$ cat config.mk
export PLATFORM = sky130hd
export DESIGN_NAME = dds_serial_port_flat
export DESIGN_NICKNAME = d
export VERILOG_FILES = /design/src/rtl/dds_pkg.sv /design/src/rtl/dds_serial_port_if.sv /design/src/rtl/dds_serial_port_sync_edge.sv /design/src/rtl/dds_serial_port.sv /design/src/flat_wrapper.sv
export SDC_FILE = /design/constraint.sdc
export NUM_CORES = 1
export LEC_CHECK = 0
export CELL_PAD_IN_SITES_DETAIL_PLACEMENT = 1
export CELL_PAD_IN_SITES_GLOBAL_PLACEMENT = 2
export CORE_MARGIN = 2
export CORE_UTILIZATION = 36
export CTS_CLUSTER_SIZE = 28
export DETAILED_ROUTE_END_ITERATION = 6
export PLACE_DENSITY = 0.81
export SYNTH_ARGS = -nofsm -noshare
export SYNTH_HDL_FRONTEND = slang
export SYNTH_SLANG_ARGS = --single-unit
export TNS_END_PERCENT = 50
$ cat constraint.sdc
create_clock -name clk -period 4.2 [get_ports clk]
set_clock_uncertainty 0.2 [all_clocks]
set_input_delay 0.42 -clock clk [delete_from_list [all_inputs] [get_ports clk]]
set_output_delay 0.42 -clock clk [all_outputs]
set_load 0.02 [all_outputs]
$ cat src/rtl/dds_pkg.sv
// Shared types and constants for the DDS serial-port engine.
package dds_pkg;

  typedef enum logic [2:0] {
    IDLE,
    SHIFT,
    UPD_WAIT,
    UPD,
    DONE
  } state_t;

  localparam int INSTR_BITS        = 8;
  localparam int READ_BIT          = 7;
  localparam int ADDR_BITS         = 5;
  localparam int DEFAULT_DATA_BITS = 32;

  // Builds an instruction byte: read flag, two pass-through bits, register address.
  function automatic logic [INSTR_BITS-1:0] make_order(input logic rd,
                                                       input logic [1:0] mid,
                                                       input logic [ADDR_BITS-1:0] addr);
    return {rd, mid, addr};
  endfunction

endpackage

$ cat src/rtl/dds_serial_port_if.sv
// Request side of the DDS serial-port engine (sequencer <-> engine).
interface dds_serial_port_if #(
  parameter int DATA_BITS = dds_pkg::DEFAULT_DATA_BITS
);
  // Strobe handshake: the master pulses start for one cycle with order/data
  // valid; the engine only samples it while idle and later pulses done for one
  // cycle, with rd_data holding the most recent read payload from then on.
  logic                 start;
  logic [7:0]           order;
  logic [DATA_BITS-1:0] data;
  logic [DATA_BITS-1:0] rd_data;
  logic                 done;

  modport master (output start, order, data, input rd_data, done);
  modport slave  (input start, order, data, output rd_data, done);
endinterface

$ cat src/rtl/dds_serial_port_sync_edge.sv
// Two-flop synchroniser followed by a registered rising-edge pulse.
module sync_edge (
  input  logic clk,
  input  logic rst,
  input  logic din,
  output logic rise
);
  logic ff1, ff2, ff3;

  always_ff @(posedge clk or posedge rst) begin
    if (rst) begin
      ff1  <= 1'b0;
      ff2  <= 1'b0;
      ff3  <= 1'b0;
      rise <= 1'b0;
    end else begin
      ff1  <= din;
      ff2  <= ff1;
      ff3  <= ff2;
      rise <= ff2 & ~ff3;
    end
  end
endmodule

$ cat src/rtl/dds_serial_port.sv
// SPI engine for an AD9910-class DDS: shifts {order, data} MSB first, captures
// read data, pulses IO_UPDATE after writes. DDS_IOUPD_SYNC_EN aligns IO_UPDATE to SYNC_CLK.
module dds_serial_port
  import dds_pkg::*;
#(
  parameter int CLK_DIV   = 2,
  parameter int DATA_BITS = DEFAULT_DATA_BITS,
  parameter int IOUPD_LEN = 4
) (
  input  logic               clk,
  input  logic               rst,
  dds_serial_port_if.slave   bus,
  output logic               SYNCIO,
  output logic               SDIO,
  input  logic               SDO,
  output logic               SCLK,
  output logic               CS,
  output logic               IO_UPDATE,
  input  logic               SYNC_CLK,
  output state_t             dbg_state
);
  localparam int TOTAL_BITS = INSTR_BITS + DATA_BITS;
  localparam int BIT_W      = $clog2(TOTAL_BITS + 1);
  localparam int DIV_W      = $clog2(CLK_DIV + 1);
  localparam int UPD_W      = $clog2(IOUPD_LEN + 1);

  localparam logic [BIT_W-1:0] LAST_BIT   = BIT_W'(TOTAL_BITS - 1);
  localparam logic [BIT_W-1:0] FIRST_DATA = BIT_W'(INSTR_BITS);
  localparam logic [DIV_W-1:0] DIV_LAST   = DIV_W'(CLK_DIV - 1);
  localparam logic [UPD_W-1:0] UPD_LAST   = UPD_W'(IOUPD_LEN - 1);

  state_t                state;
  logic [TOTAL_BITS-2:0] shift_q;  // bits still to send after the one on SDIO
  logic [DATA_BITS-1:0]  cap_q;
  logic                  rd_flag;
  logic [DIV_W-1:0]      div_cnt;
  logic [BIT_W-1:0]      bit_cnt;  // falling edges seen so far
  logic [UPD_W-1:0]      upd_cnt;

  assign dbg_state = state;

`ifdef DDS_IOUPD_SYNC_EN
  logic sync_rise;
  sync_edge u_sync_edge (
    .clk  (clk),
    .rst  (rst),
    .din  (SYNC_CLK),
    .rise (sync_rise)
  );
`else
  logic unused_sync_clk;
  assign unused_sync_clk = SYNC_CLK;
`endif

  always_ff @(posedge clk or posedge rst) begin
    if (rst) begin
      state       <= IDLE;
      CS          <= 1'b1;
      SCLK        <= 1'b0;
      SDIO        <= 1'b0;
      IO_UPDATE   <= 1'b0;
      SYNCIO      <= 1'b1;
      bus.done    <= 1'b0;
      bus.rd_data <= '0;
      shift_q     <= '0;
      cap_q       <= '0;
      rd_flag     <= 1'b0;
      div_cnt     <= '0;
      bit_cnt     <= '0;
      upd_cnt     <= '0;
    end else begin
      SYNCIO   <= 1'b0;
      bus.done <= 1'b0;
      case (state)
        IDLE: begin
          if (bus.start) begin
            shift_q <= {bus.order[INSTR_BITS-2:0], bus.data};
            rd_flag <= bus.order[READ_BIT];
            SDIO    <= bus.order[INSTR_BITS-1];
            CS      <= 1'b0;
            div_cnt <= '0;
            bit_cnt <= '0;
            state   <= SHIFT;
          end
        end
        SHIFT: begin
          if (div_cnt == DIV_LAST) begin
            div_cnt <= '0;
            if (!SCLK) begin
              SCLK <= 1'b1;
              // The first INSTR_BITS clocks carry the instruction; DDS read data follows.
              if (rd_flag && bit_cnt >= FIRST_DATA)
                cap_q <= {cap_q[DATA_BITS-2:0], SDO};
            end else begin
              SCLK <= 1'b0;
              if (bit_cnt == LAST_BIT) begin
                CS   <= 1'b1;
                SDIO <= 1'b0;
                if (rd_flag) begin
                  state <= DONE;
                end else begin
`ifdef DDS_IOUPD_SYNC_EN
                  state <= UPD_WAIT;
`else
                  IO_UPDATE <= 1'b1;
                  upd_cnt   <= '0;
                  state     <= UPD;
`endif
                end
              end else begin
                SDIO    <= shift_q[TOTAL_BITS-2];
                shift_q <= {shift_q[TOTAL_BITS-3:0], 1'b0};
                bit_cnt <= bit_cnt + 1'b1;
              end
            end
          end else begin
            div_cnt <= div_cnt + 1'b1;
          end
        end
        UPD_WAIT: begin
`ifdef DDS_IOUPD_SYNC_EN
          if (sync_rise) begin
            IO_UPDATE <= 1'b1;
            upd_cnt   <= '0;
            state     <= UPD;
          end
`else
          state <= IDLE;
`endif
        end
        UPD: begin
          if (upd_cnt == UPD_LAST) begin
            IO_UPDATE <= 1'b0;
            state     <= DONE;
          end else begin
            upd_cnt <= upd_cnt + 1'b1;
          end
        end
        DONE: begin
          bus.done <= 1'b1;
          if (rd_flag)
            bus.rd_data <= cap_q;
          state <= IDLE;
        end
        default: state <= IDLE;
      endcase
    end
  end
endmodule
$ cat src/flat_wrapper.sv
// flat-port wrapper written by rule: the top's interface ports become plain ports
module dds_serial_port_flat import dds_pkg::*;
#(
  parameter int CLK_DIV   = 2,
  parameter int DATA_BITS = DEFAULT_DATA_BITS,
  parameter int IOUPD_LEN = 4
)
  (clk, rst, SYNCIO, SDIO, SDO, SCLK, CS, IO_UPDATE, SYNC_CLK, dbg_state, bus_start, bus_order, bus_data, bus_rd_data, bus_done);
  dds_serial_port_if #(.DATA_BITS(DATA_BITS)) bus_i ();
  input  logic clk;
  input  logic rst;
  output logic SYNCIO;
  output logic SDIO;
  input  logic SDO;
  output logic SCLK;
  output logic CS;
  output logic IO_UPDATE;
  input  logic SYNC_CLK;
  output state_t dbg_state;
  input wire logic [$bits(bus_i.start)-1:0] bus_start;
  input wire logic [$bits(bus_i.order)-1:0] bus_order;
  input wire logic [$bits(bus_i.data)-1:0] bus_data;
  output wire logic [$bits(bus_i.rd_data)-1:0] bus_rd_data;
  output wire logic [$bits(bus_i.done)-1:0] bus_done;
  assign bus_i.start = bus_start;
  assign bus_i.order = bus_order;
  assign bus_i.data = bus_data;
  assign bus_rd_data = bus_i.rd_data;
  assign bus_done = bus_i.done;
  dds_serial_port #(.CLK_DIV(CLK_DIV), .DATA_BITS(DATA_BITS), .IOUPD_LEN(IOUPD_LEN)) u_core (.clk(clk), .rst(rst), .bus(bus_i), .SYNCIO(SYNCIO), .SDIO(SDIO), .SDO(SDO), .SCLK(SCLK), .CS(CS), .IO_UPDATE(IO_UPDATE), .SYNC_CLK(SYNC_CLK), .dbg_state(dbg_state));
endmodule
# Word-level counts from Yosys, hierarchy flattened
# Cells that the tools add are included.
# totals
register_bits	124
output_inout_bits	41
wordCells	92
inputBits	45
# classes
reduce_logical	15
bitwise_logic	1
order_cmp	1
n_eq_ne	14
n_addsub	3
muxes	44
# op_table
operator	count
$mux 39	4
$pmux 39 s2	1
$mux 3	11
$mux 6	4
$mux 1	15
$reduce_and 5->1	3
$pmux 6 s2	1
$reduce_and 6->1	2
$pmux 3 s3	1
$ne 2x1->1 const B	4
$ne 2x2->1 const B	4
$reduce_and 2->1	4
$reduce_and 4->1	2
$add 6x1->6 const B	1
$eq 3x2->1 const B	2
$eq 6x6->1 const B	1
$ge 6x4->1 const B	1
$pmux 1 s2	3
$pmux 3 s2	1
$mux 2	2
$pmux 2 s2	1
$reduce_bool 2->1	2
$add 3x1->3 const B	1
$eq 3x1->1 const B	1
other kinds (6)	6

# Depth between registers and ports, before layout
# Gate-level depths: netlist of the first run.
# logic_depth
word_depth	5
mapped_depth	7
ltp_nobuf	5

# Worst setup path after synthesis of the first run
# OpenSTA, ideal clock, no wires.
# synth_path
path_type	register to register
startpoint	reg u_core.state[1], in the netlist u_core.dbg_state[1]
endpoint	reg u_core.cap_q[27]
stages_incl_launch_ff	7
setup_time_ps	125
t_required_ps	3875
arrival_ps	1879
period_less_slack_ps	2204
path_buffers	2
slack_ps	1996
cell_sequence	dfrtp_1 > nor3b_2 > buf_4 > nand3b_2 > nor4b_4 > buf_6 > mux2_2
# synth_between
elab_chain_cells	2
# synth_lines
element	line_no	text
start, declared	dds_serial_port.sv:32	state_t state;
start signal, assigned	dds_serial_port.sv:57	state <= IDLE;
start signal, assigned	dds_serial_port.sv:83	state <= SHIFT;
start signal, assigned	dds_serial_port.sv:100	state <= DONE;
$eq 3x1->1	dds_serial_port.sv:74	case (state)
$reduce_and 4->1 (no source line)	n/a	
end signal, assigned	dds_serial_port.sv:93	cap_q <= {cap_q[DATA_BITS-2:0], SDO};
end, declared	dds_serial_port.sv:34	logic [DATA_BITS-1:0] cap_q;
# Every way passes these cells.
# A chain may end at the register's enable or synchronous reset.

# Final worst setup path of the first run
# layout_path
startpoint	reg u_core.state[0], in the netlist u_core.dbg_state[0]
endpoint	reg u_core.cap_q[26]
# The elaborated chain is that of the path after synthesis.

==> results of run 1 <==
-- Yosys cell counts (3+ instances only) --
master and instances:
dfrtp_1 122, mux2_2 61, nand3_1 47, o21ai_0 40, mux2i_1 38, nand2_1 14
clkbuf_1 13, inv_1 8, buf_2 7, a21oi_1 6, nor3_1 5, o21ai_1 5
ha_1 4, mux2_1 4, nor2_1 4, buf_1 3, buf_6 3, o22ai_1 3
-- cell type report --
| type | count | area [µm²] |
|---|---|---|
| clock buffer | 19 | 453 |
| clock inverter | 13 | 118 |
| fill | 1519 | 7590 |
| inverter | 8 | 32.5 |
| multi-input combinational | 264 | 2040 |
| sequential | 124 | 3110 |
| tap | 184 | 230 |
| timing repair buffer | 92 | 913 |
-- kinds of logic (layout without fill, tap and decap cells) --
family,Yosys count,count (layout)
AO/OA/AOI/OAI,67,67
adder cells (fa/ha/maj),4,4
buffers and inverters,36,132
AND/OR/NAND/NOR,87,87
other,1,1
multiplexers,103,103
flip-flops,124,124
XOR/XNOR,2,2
-- metal layers --
layer	global-route usage, %	vias to the layer above	part of all wire (%)
li1	-	1693	-
met4	6.86	0	1.9
met5	0	-	0
met1	20.9	1813	46
met2	24.9	71	48
met3	3.98	17	4.0
-- cells in the final DEF (no fill, tap or decap), types with 2 or more instances in the layout --
cell / instances
o31ai_1: 2
clkbuf_8: 2
clkinv_4: 2
clkinv_2: 3
o211ai_1: 2
dfstp_2: 2
nand2_1: 14
nand3b_1: 2
clkdlybuf4s50_1: 84
mux2_1: 4
nand3_1: 47
clkinvlp_4: 5
clkbuf_16: 17
o21ai_1: 5
and2_1: 2
o21ai_0: 40
inv_6: 2
o22ai_1: 3
inv_1: 7
nor2b_1: 2
mux2i_1: 38
dfrtp_1: 122
nor2_1: 4
ha_1: 4
a21o_1: 2
mux2_2: 61
nor3_1: 5
a21oi_1: 6
a22oi_1: 2
buf_4: 7
-- stage by stage --
stage	instances	worst slack [ns]	cell area (µm²)	util (%)
3_5_place_dp	672	1.55	6320	43.7
3_3_place_gp	672	1.58	6320	43.7
5_1_grt	704	1.40	6890	47.6
2_1_floorplan	424	0.284	5310	-
4_1_cts	704	1.53	6890	47.6
6_report	704	1.56	6890	47.6
-- where the power goes --
group          internal [mW]  switching, mW  leakage, nW
combinational          0.351          0.478         1.38
clock                  0.845          0.548        0.268
sequential              1.39          0.151         1.69
total                   2.59           1.18         3.34
-- sequential cells by signal (all words and copies together), names as in the netlist --
signal              flops
u_core.SYNCIO           1
u_core.SDIO             1
u_core.bus.rd_data     32
u_core.cap_q           32
u_core.div_cnt          2
u_core.SCLK             1
u_core.IO_UPDATE        1
u_core.shift_q         39
u_core.bus.done         1
u_core.upd_cnt          3
u_core.rd_flag          1
u_core.CS               1
u_core.dbg_state        3
u_core.bit_cnt          6
-- final timing paths --
check | start | to | slack [ns] | cells past startpoint
min | rst | u_core.div_cnt[1] | 0.24 | 2
max | u_core.dbg_state[0] | u_core.cap_q[26] | 1.56 | 6
min reg2reg | u_core.CS | u_core.CS | 0.29 | 2
min in group clk | u_core.CS | u_core.CS | 0.29 | 2
max in group asynchronous | rst | u_core.SYNCIO | 2.68 | 3
max reg2reg | u_core.dbg_state[0] | u_core.cap_q[26] | 1.56 | 6
-- critical path: stages, from the launching register on --
cell      delay (ns)
dfrtp_1         0.56
nor3b_4         0.24
buf_4           0.30
nand3b_2        0.17
nor4b_4         0.22
buf_4           0.42
mux2_2          0.40
==> results by group, run 1 <==
Floorplanning
  • Row count: 44
  • Die width: 125 µm
  • Core footprint: 14500 µm²
  • IO Pins: 86
  • Die area: 15700 µm²
  • Starting Density: 36.7%
  • Die height: 125 µm

STA
  • Final setup violation count: 0
  • Final hold violations: 0
  • Slew HR: just under 60%
  • Pin slew with the least headroom to its limit: 0.631 ns
  • Fin. max-slew vios: 0
  • Worst hold margin: between 0.2 and 0.25 ns
  • Final clock period utilization by the worst path: 62.7%
  • Unrepaired setup endpoints after global routing: false
  • FMAX: 0.379 GHz
  • Setup_tns: 0 ns
  • Minimum clock period: 2.64 ns

Clock tree
  • CTS Buf Count: 17
  • Clk slew on worst S/H paths: 0.06 ns
  • Post-CTS Setup Bufs: 0
  • H-tree Lvls: 4
  • Clk_lat worst skew: roughly 0.4 ns
  • Root Buffer: clkbuf_16
  • Clock Path Buffers: 2
  • # resized after CTS: 0
  • CTS tree: yes
  • Hold buffer count at CTS: 0
  • CTS sink cnt: 124

Finish
  • Number of diodes: 0
  • Nets: roughly 560
  • Layout area overhead: 29.8%
  • Layout cells sized above 1: around a fifth

Logic synthesis
  • Avg Cell Area, Syn: 12.5 µm²
  • Yosys reg bits: roughly 120
  • Top cell type's share of synthesized area: between 50% and 60%
  • Mapped Nets: 473
  • Post-Synth XOR/XNOR Area: 0.330%
  • Synth Area in Compound Gates: slightly above 7%
  • EDFF count, synth: 0
  • Main combinational cell family by area after synthesis: multiplexers
  • Synth Flop Type: dfrtp_1
  • Synth cell types: 48
  • Synthesized cell area: 5310 µm²
  • Synth Area in Simple Gates: 8.88%
  • Seq/Total Area, Yosys: ~58%
  • Adder-Cell Fraction of Synth Area: 0.942%
  • Largest cells by area after synthesis: dfrtp_1, mux2_2, mux2i_1
  • FFs w/ async S/R, synth: 100%
  • Leading area contributor after synthesis: dfrtp_1
  • Synthesis Warnings: 0
  • Syn Inst Count: about 420
  • Mux share of post-synthesis cell area: a little over a fifth

Worst setup path
  • CP Launch Type: register
  • CP Max Fanout: 32
  • Nature of the critical path endpoint: register
  • Critical Path RT: 4.29 ns
  • Type of the worst setup path: reg -> reg
  • CP arrival: about 2.7 ns

Flow run
  • Max Cap Viol: 0

Power and ir drop
  • Lkg Pwr: 3.34 nW
  • Total power: about 3.8 mW
  • PwrDens: 546 nW/µm²
  • VDD IR max: 291 µV

Drt
  • Post-route DRC violation count: 0
  • Vias after detailed routing: 3594
  • ANT nets after route: 0
  • 1st-iter DRT viols: 218
  • Mean routed wirelength per cell: 16.7 µm
  • DR pass1 iterations: 5
  • Drt total wl: 11.7 mm
  • Via/cell ratio: 5.11

Placement
  • Port Buf Inserts: 84
  • Routability Congestion: approximately 0.72
  • DP HPWL: 7.47 mm

Global route
  • First-pass GRT wire length: 19.9 mm
  • Initial antenna violation count: 0
  • Gr ovfl total: 0
  • Vias in the first global route: 3813
  • Largest net degree at the start of global routing: slightly below 80
  • GRT Overall Usage: 15.9%

Outcome
  • Outcome: finished clean

Worst hold path
  • Hold Path Class: in -> async
No activity file was read; power rests on OpenSTA's default activity.
==> run 2: changes to the inputs <==
--- a/config.mk
+++ b/config.mk
@@ -8,10 +8,10 @@
 export CELL_PAD_IN_SITES_DETAIL_PLACEMENT = 1
 export CELL_PAD_IN_SITES_GLOBAL_PLACEMENT = 2
 export CORE_MARGIN = 2
-export CORE_UTILIZATION = 36
+export CORE_UTILIZATION = 32
 export CTS_CLUSTER_SIZE = 28
 export DETAILED_ROUTE_END_ITERATION = 6
-export PLACE_DENSITY = 0.81
+export PLACE_DENSITY = 0.76
 export SYNTH_ARGS = -nofsm -noshare
 export SYNTH_HDL_FRONTEND = slang
 export SYNTH_SLANG_ARGS = --single-unit
==> constraint.sdc (replaced) <==
create_clock -name clk -period 2.1 [get_ports clk]
set_clock_uncertainty 0.2 [all_clocks]
set_input_delay 0.21 -clock clk [delete_from_list [all_inputs] [get_ports clk]]
set_output_delay 0.21 -clock clk [all_outputs]
set_load 0.02 [all_outputs]
==> run 2 against run 1 <==
Sequential power grew 100%. Clock power grew 110%. Global-route usage shrank 1.1 points. Routed wire length grew 3.1%. Cell count grew 7.5%. Sequential share of layout area shrank 1.6 points. Final area grew 3.8%. Worst setup slack lost 1.5 ns. Register-to-register slack lost 1.5 ns. Core utilization shrank 4.0 points. Via count grew 1.9%. Sequential cell count is the same.
==> results by group, run 2 (synthesis gave the netlist of run 1 again) <==
Outcome
  • Outcome: finished clean (unchanged)

Power and ir drop
  • Switching Share: 30.7% (was 31.2%)
  • Logic pwr share: 24.4% (was 22.0%)
  • Lkg Pwr: 3.44 nW (was 3.34 nW)
  • PwrDens: 1100 nW/µm² (was 546 nW/µm²)
  • Clock power share: 36.4% (was 37.0%)
  • Switching pwr: 2.41 mW (was 1.18 mW)
  • Sequential Power Share: 39.2% (was 41.0%)
  • VDD IR max: 605 µV (was 291 µV)
  • Internal power: 5.44 mW (was 2.59 mW)
  • Total power: 7.85 mW (was 3.77 mW)

STA
  • Final setup violation count: 0 (unchanged)
  • Final clock period utilization by the worst path: 97.9% (was 62.7%)
  • Final hold violations: 0 (unchanged)
  • Minimum clock period: 2.05 ns (was 2.64 ns)
  • Fin. max-slew vios: 0 (unchanged)
  • Unrepaired setup endpoints after global routing: true (was false)
  • FMAX: 0.487 GHz (was 0.379 GHz)

Clock tree
  • Hold buffer count at CTS: 0 (unchanged)
  • H-tree Lvls: 4 (unchanged)
  • Root Buffer: clkbuf_16 (unchanged)
  • Clk_lat worst skew: 0.41 ns (about the same)
  • CTS Buf Count: 17 (unchanged)
  • CTS sink cnt: 124 (unchanged)
  • CTS tree: yes (unchanged)
  • Clk slew on worst S/H paths: 0.06 ns (about the same)
  • Clock Path Buffers: 2 (unchanged)

Finish
  • Number of diodes: 0 (unchanged)
  • Top reg by flops: u_core.shift_q (unchanged)
  • Fill count: 1715 (was 1519)
  • Max reg flops: 39 (unchanged)
  • Layout area overhead: 34.7% (was 29.8%)
  • Layout Utilization: 43.6% (was 47.6%)
  • Layout cells sized above 1: 23.3% (was 20.8%)
  • Most frequent cells in the layout: dfrtp_1, clkdlybuf4s50_1, mux2_2 (unchanged)
  • Nets: 573 (was 556)
  • Top Registers: u_core.shift_q: 39 flops, u_core.bus.rd_data: 32 flops, u_core.cap_q: 32 flops (unchanged)
  • Final cell count without fillers: 757 (was 704)
  • Commonest non-fill, non-tap cell in the layout: dfrtp_1 (unchanged)

Floorplanning
  • Die height: 133 µm (was 125 µm)
  • Die area: 17600 µm² (was 15700 µm²)
  • IO Pins: 86 (unchanged)
  • Core footprint: 16400 µm² (was 14500 µm²)
  • Row count: 47 (was 44)
  • Die width: 133 µm (was 125 µm)
  • Starting Density: 32.4% (was 36.7%)

Drt
  • 1st-iter DRT viols: 155 (was 218)
  • Drt total wl: 12.1 mm (was 11.7 mm)
  • Mean routed wirelength per cell: 16.0 µm (was 16.7 µm)
  • Post-route DRC violation count: 0 (unchanged)
  • DR pass1 iterations: 4 (was 5)
  • Via/cell ratio: 4.84 (was 5.11)
  • Vias after detailed routing: 3662 (was 3594)
  • ANT nets after route: 0 (unchanged)

Worst setup path
  • CP Launch Type: register (unchanged)
  • Type of the worst setup path: reg -> reg (unchanged)
  • Nature of the critical path endpoint: register (unchanged)
  • CP Max Fanout: 32 (unchanged)
  • Critical Path RT: 2.19 ns (was 4.29 ns)
  • CP arrival: 2.15 ns (was 2.73 ns)

Global route
  • Initial antenna violation count: 0 (unchanged)
  • First-pass GRT wire length: 20.6 mm (was 19.9 mm)
  • Gr ovfl total: 0 (unchanged)
  • Vias in the first global route: 4000 (was 3813)
  • Largest net degree at the start of global routing: 65 (was 78)
  • GRT Overall Usage: 14.8% (was 15.9%)

Placement
  • Routability Congestion: 0.728 (was 0.722)
  • Port Buf Inserts: 84 (unchanged)
  • DP HPWL: 7.97 mm (was 7.47 mm)
  • Placed instance count: 722 (was 672)

Worst hold path
  • Hold Path Class: in -> async (unchanged)

Flow run
  • Max Cap Viol: 0 (unchanged)
==> run 2: cell types whose count changed in the layout (fill, tap and decap cells not counted), sizes merged <==
cell,delta
buf,+17
bufinv,+1
clkdlybuf4s50,-1
dlymetal6s2s,+1
inv,-1
==> run 2: power by group through the flow <==
| stage | sequential [mW] | clock (mW) | combinational (mW) |
|---|---|---|---|
| 5_1_grt | 3.14 | 3.05 | 2.16 |
| 6_report | 3.08 | 2.86 | 1.91 |
| 2_1_floorplan | 3.07 | 0 | 1.21 |
| 3_5_place_dp | 3.11 | 0 | 1.86 |
| 4_1_cts | 3.08 | 2.94 | 1.91 |
| 3_3_place_gp | 3.09 | 0 | 1.77 |
==> run 2: worst paths after layout <==
path	startpoint	endpoint	slack [ns]	depth (start not counted)
hold reg to reg	u_core.CS	u_core.CS	0.29	2
hold / removal	rst	u_core.upd_cnt[2]	0.08	3
setup reg to reg	u_core.dbg_state[2]	u_core.cap_q[10]	0.05	5
setup / recovery	u_core.dbg_state[2]	u_core.cap_q[10]	0.05	5
max in group asynchronous	rst	u_core.SYNCIO	1.31	3
min in group clk	bus_data[0]	u_core.shift_q[0]	0.20	3
==> run 2: what timing repair did <==
action                                  CTS  global route
gates resized for setup                   2             4
endpoints found under the setup margin    1            73
setup buffers                             1             2
pin swaps                                 1             3
==> run 2: critical path, stage by stage, from the launching register on <==
cell and delay, ns:
dfrtp_1 0.41, nor3b_4 0.31, nand3b_4 0.12, nor4b_4 0.27, buf_12 0.25, mux2_2 0.37
==> run 2: metal layers <==
| layer | vias up | GRT usage [%] | wire length, µm |
|---|---|---|---|
| met3 | 13 | 4.48 | 505 |
| met1 | 1859 | 18.5 | 5510 |
| met5 | - | 0 | 0 |
| met2 | 68 | 24.5 | 5940 |
| li1 | 1722 | - | - |
| met4 | 0 | 4.84 | 142 |
==> run 2: final cells by class <==
class / count / area, µm² / area share, %
clock buffers: 19 / 443 / 6.19
clock inverters: 13 / 140 / 1.96
inverters: 8 / 33.8 / 0.472
multi-input cells: 264 / 2050 / 28.7
flip-flops and latches: 124 / 3110 / 43.4
well taps: 220 / 275 / 3.85
repair buffers: 109 / 1100 / 15.4
==> run 2: metrics by stage <==
step / cell area [µm²] / hold WS [ns] / TNS, ns / setup WS, ns
5_1_grt: 7150 / 0.0987 / -0.472 / -0.0311
3_3_place_gp: 6520 / 0.274 / 0 / 0.0803
2_1_floorplan: 5320 / 0.145 / -3.07 / -0.104
3_5_place_dp: 6520 / 0.277 / 0 / 0.0481
4_1_cts: 7120 / 0.0818 / 0 / 0.0115
6_report: 7150 / 0.0752 / 0 / 0.0450
==> run 3: changes to the inputs <==
--- a/config.mk
+++ b/config.mk
@@ -8,10 +8,10 @@
 export CELL_PAD_IN_SITES_DETAIL_PLACEMENT = 1
 export CELL_PAD_IN_SITES_GLOBAL_PLACEMENT = 2
 export CORE_MARGIN = 2
-export CORE_UTILIZATION = 32
+export CORE_UTILIZATION = 37
 export CTS_CLUSTER_SIZE = 28
 export DETAILED_ROUTE_END_ITERATION = 6
-export PLACE_DENSITY = 0.76
+export PLACE_DENSITY = 0.82
 export SYNTH_ARGS = -nofsm -noshare
 export SYNTH_HDL_FRONTEND = slang
 export SYNTH_SLANG_ARGS = --single-unit
==> constraint.sdc (replaced) <==
create_clock -name clk -period 2.6 [get_ports clk]
set_clock_uncertainty 0.2 [all_clocks]
set_input_delay 0.26 -clock clk [delete_from_list [all_inputs] [get_ports clk]]
set_output_delay 0.26 -clock clk [all_outputs]
set_load 0.02 [all_outputs]
==> run 3 against run 2 <==
Non-clock buffer count shrank 11. Clock power shrank 7%. Critical path depth grew 1. Core utilization grew 7.1 points. Sequential share of layout area grew 0.53 points. Sequential power shrank 19%. Via count shrank 2.0%. Count of clock-buffer cells in the layout grew 3. Fmax shrank 8.9%. Worst hold slack gained 0.14 ns. Total power shrank 17%. Worst setup slack gained 0.30 ns.
==> results by group, run 3 (synthesis gave the netlist of run 1 again) <==
Global route
  • First-pass GRT wire length: 19.6 mm (was 20.6 mm)
  • Vias in the first global route: 3904 (was 4000)
  • Gr ovfl total: 0 (unchanged)
  • Initial antenna violation count: 0 (unchanged)
  • GRT Overall Usage: 16.7% (was 14.8%)
  • Largest net degree at the start of global routing: 125 (was 65)

Drt
  • Post-route DRC violation count: 0 (unchanged)
  • Via/cell ratio: 5.08 (was 4.84)
  • 1st-iter DRT viols: 139 (was 155)
  • DR pass1 iterations: 6 (was 4)
  • ANT nets after route: 0 (unchanged)
  • Mean routed wirelength per cell: 16.6 µm (was 16.0 µm)
  • Drt total wl: 11.7 mm (was 12.1 mm)
  • Vias after detailed routing: 3587 (was 3662)

STA
  • Minimum clock period: 2.26 ns (was 2.05 ns)
  • Pin slew with the least headroom to its limit: around 0.65 ns
  • Final setup violation count: 0 (unchanged)
  • Worst hold margin: 0.219 ns (was 0.0752 ns)
  • Final hold violations: 0 (unchanged)
  • Setup_tns: 0 ns (unchanged)
  • FMAX: 0.443 GHz (was 0.487 GHz)
  • Unrepaired setup endpoints after global routing: false (was true)
  • Fin. max-slew vios: 0 (unchanged)
  • Slew HR: 56.4%
  • Final clock period utilization by the worst path: 86.7% (was 97.9%)

Worst setup path
  • CP arrival: 2.34 ns (was 2.15 ns)
  • CP Launch Type: register (unchanged)
  • Type of the worst setup path: reg -> reg (unchanged)
  • Critical Path RT: 2.68 ns (was 2.19 ns)
  • Slowest CP cell: and2_1 (was dfrtp_1)
  • CP Max Fanout: 20 (was 32)
  • Crit path cell chain: ha_1 > nand3_1 > o211ai_1 > and2_1 > buf_4 > o21ai_0 (was nor3b_4 > nand3b_4 > nor4b_4 > buf_12 > mux2_2)
  • Setup slack, reg-to-reg: 0.34 ns (was 0.05 ns)
  • Nature of the critical path endpoint: register (unchanged)
  • CP max stage delay: 0.41 ns (about the same)

Clock tree
  • CTS Buf Count: 17 (unchanged)
  • CTS tree: yes (unchanged)
  • Clock Path Buffers: 2 (unchanged)
  • Root Buffer: clkbuf_16 (unchanged)
  • Hold buffer count at CTS: 0 (unchanged)
  • # resized after CTS: 0 (was 2)
  • Post-CTS Setup Bufs: 0 (was 1)
  • Clk slew on worst S/H paths: 0.05 ns (was 0.06 ns)
  • Clk_lat worst skew: 0.42 ns (was 0.41 ns)
  • CTS sink cnt: 124 (unchanged)
  • H-tree Lvls: 4 (unchanged)

Finish
  • Top reg by flops: u_core.shift_q (unchanged)
  • Number of diodes: 0 (unchanged)
  • Most frequent cells in the layout: dfrtp_1, clkdlybuf4s50_1, mux2_2 (unchanged)
  • Fill count: 1460 (was 1715)
  • Nets: 562 (was 573)
  • Top Registers: u_core.shift_q: 39 flops, u_core.bus.rd_data: 32 flops, u_core.cap_q: 32 flops (unchanged)
  • Commonest non-fill, non-tap cell in the layout: dfrtp_1 (unchanged)
  • Layout cells sized above 1: 21.7% (was 23.3%)
  • Post-route cell area: 7070 µm² (was 7150 µm²)
  • Max reg flops: 39 (unchanged)
  • Layout area overhead: 33.1% (was 34.7%)

Placement
  • Routability Congestion: 0.747 (was 0.728)
  • Cell area after placement: 6390 µm² (was 6520 µm²)
  • DP HPWL: 7.45 mm (was 7.97 mm)
  • Port Buf Inserts: 84 (unchanged)

Power and ir drop
  • Internal power: 4.67 mW (was 5.44 mW)
  • Sequential Power Share: 38.0% (was 39.2%)
  • Lkg Pwr: 3.43 nW (was 3.44 nW)
  • Switching pwr: 1.87 mW (was 2.41 mW)
  • Switching Share: 28.5% (was 30.7%)
  • Total power: 6.54 mW (was 7.85 mW)
  • Logic pwr share: 21.2% (was 24.4%)
  • PwrDens: 925 nW/µm² (was 1100 nW/µm²)
  • Clock power share: 40.8% (was 36.4%)
  • VDD IR max: 472 µV (was 605 µV)

Floorplanning
  • Die area: 15300 µm² (was 17600 µm²)
  • Core footprint: 13900 µm² (was 16400 µm²)
  • Row count: 43 (was 47)
  • Die width: 124 µm (was 133 µm)
  • Starting Density: 38.1% (was 32.4%)
  • Die height: 124 µm (was 133 µm)
  • IO Pins: 86 (unchanged)

Worst hold path
  • Hold Path Class: in -> async (unchanged)

Flow run
  • Max Cap Viol: 0 (unchanged)

Outcome
  • Outcome: finished clean (unchanged)
run 3: per-stage QoR:
| step | setup WS (ns) | util [%] | cells |
|---|---|---|---|
| 2_1_floorplan | 0.396 | - | 424 |
| 3_3_place_gp | 0.394 | 45.8 | 674 |
| 3_5_place_dp | 0.328 | 45.8 | 674 |
| 4_1_cts | 0.313 | 50.7 | 706 |
| 5_1_grt | 0.190 | 50.7 | 706 |
| 6_report | 0.345 | 50.7 | 706 |
run 3: per-layer routing:
| layer | wire length (µm) | vias to the layer above | GRT usage [%] |
|---|---|---|---|
| met2 | 5670 | 64 | 26.3 |
| met5 | 0 | - | 0 |
| met4 | 181 | 0 | 6.75 |
| met1 | 5450 | 1817 | 22.1 |
| li1 | - | 1696 | - |
| met3 | 403 | 10 | 4.08 |
run 3: worst paths after layout:
check | start | to | cells past startpoint
setup / recovery | u_core.bit_cnt[0] | u_core.shift_q[33] | 6
hold / removal | rst | u_core.SCLK | 3
setup reg to reg | u_core.bit_cnt[0] | u_core.shift_q[33] | 6
hold reg to reg | u_core.bus.rd_data[23] | u_core.bus.rd_data[23] | 1
max in group asynchronous | rst | u_core.shift_q[35] | 3
min in group clk | bus_data[0] | u_core.shift_q[0] | 3
run 3: worst max-delay path: cells and delay by family (launching register included):
| family | cells | cell delay, ns |
|---|---|---|
| buffers and inverters | 1 | 0.31 |
| and+or+nand+nor | 2 | 0.58 |
| adders and majority gates | 1 | 0.23 |
| AOI/OAI and AO/OA | 2 | 0.40 |
| DFF | 1 | 0.40 |
run 3: power groups by stage:
stage / clock (mW) / combinational, mW / sequential, mW
global route: 2.82 / 1.56 / 2.54
floorplan: 0 / 0.979 / 2.48
CTS: 2.73 / 1.42 / 2.49
finish: 2.67 / 1.38 / 2.49
global placement: 0 / 1.34 / 2.50
detailed placement: 0 / 1.40 / 2.51
run 3: layout make-up:
| type | instances | area, µm² | share of cell area [%] |
|---|---|---|---|
| Multi-Input combinational cell | 264 | 2040 | 28.9 |
| Timing Repair Buffer | 98 | 983 | 13.9 |
| Sequential cell | 124 | 3110 | 43.9 |
| Clock inverter | 10 | 184 | 2.60 |
| Tap cell | 180 | 225 | 3.19 |
| Clock buffer | 22 | 494 | 6.99 |
| Inverter | 8 | 33.8 | 0.478 |
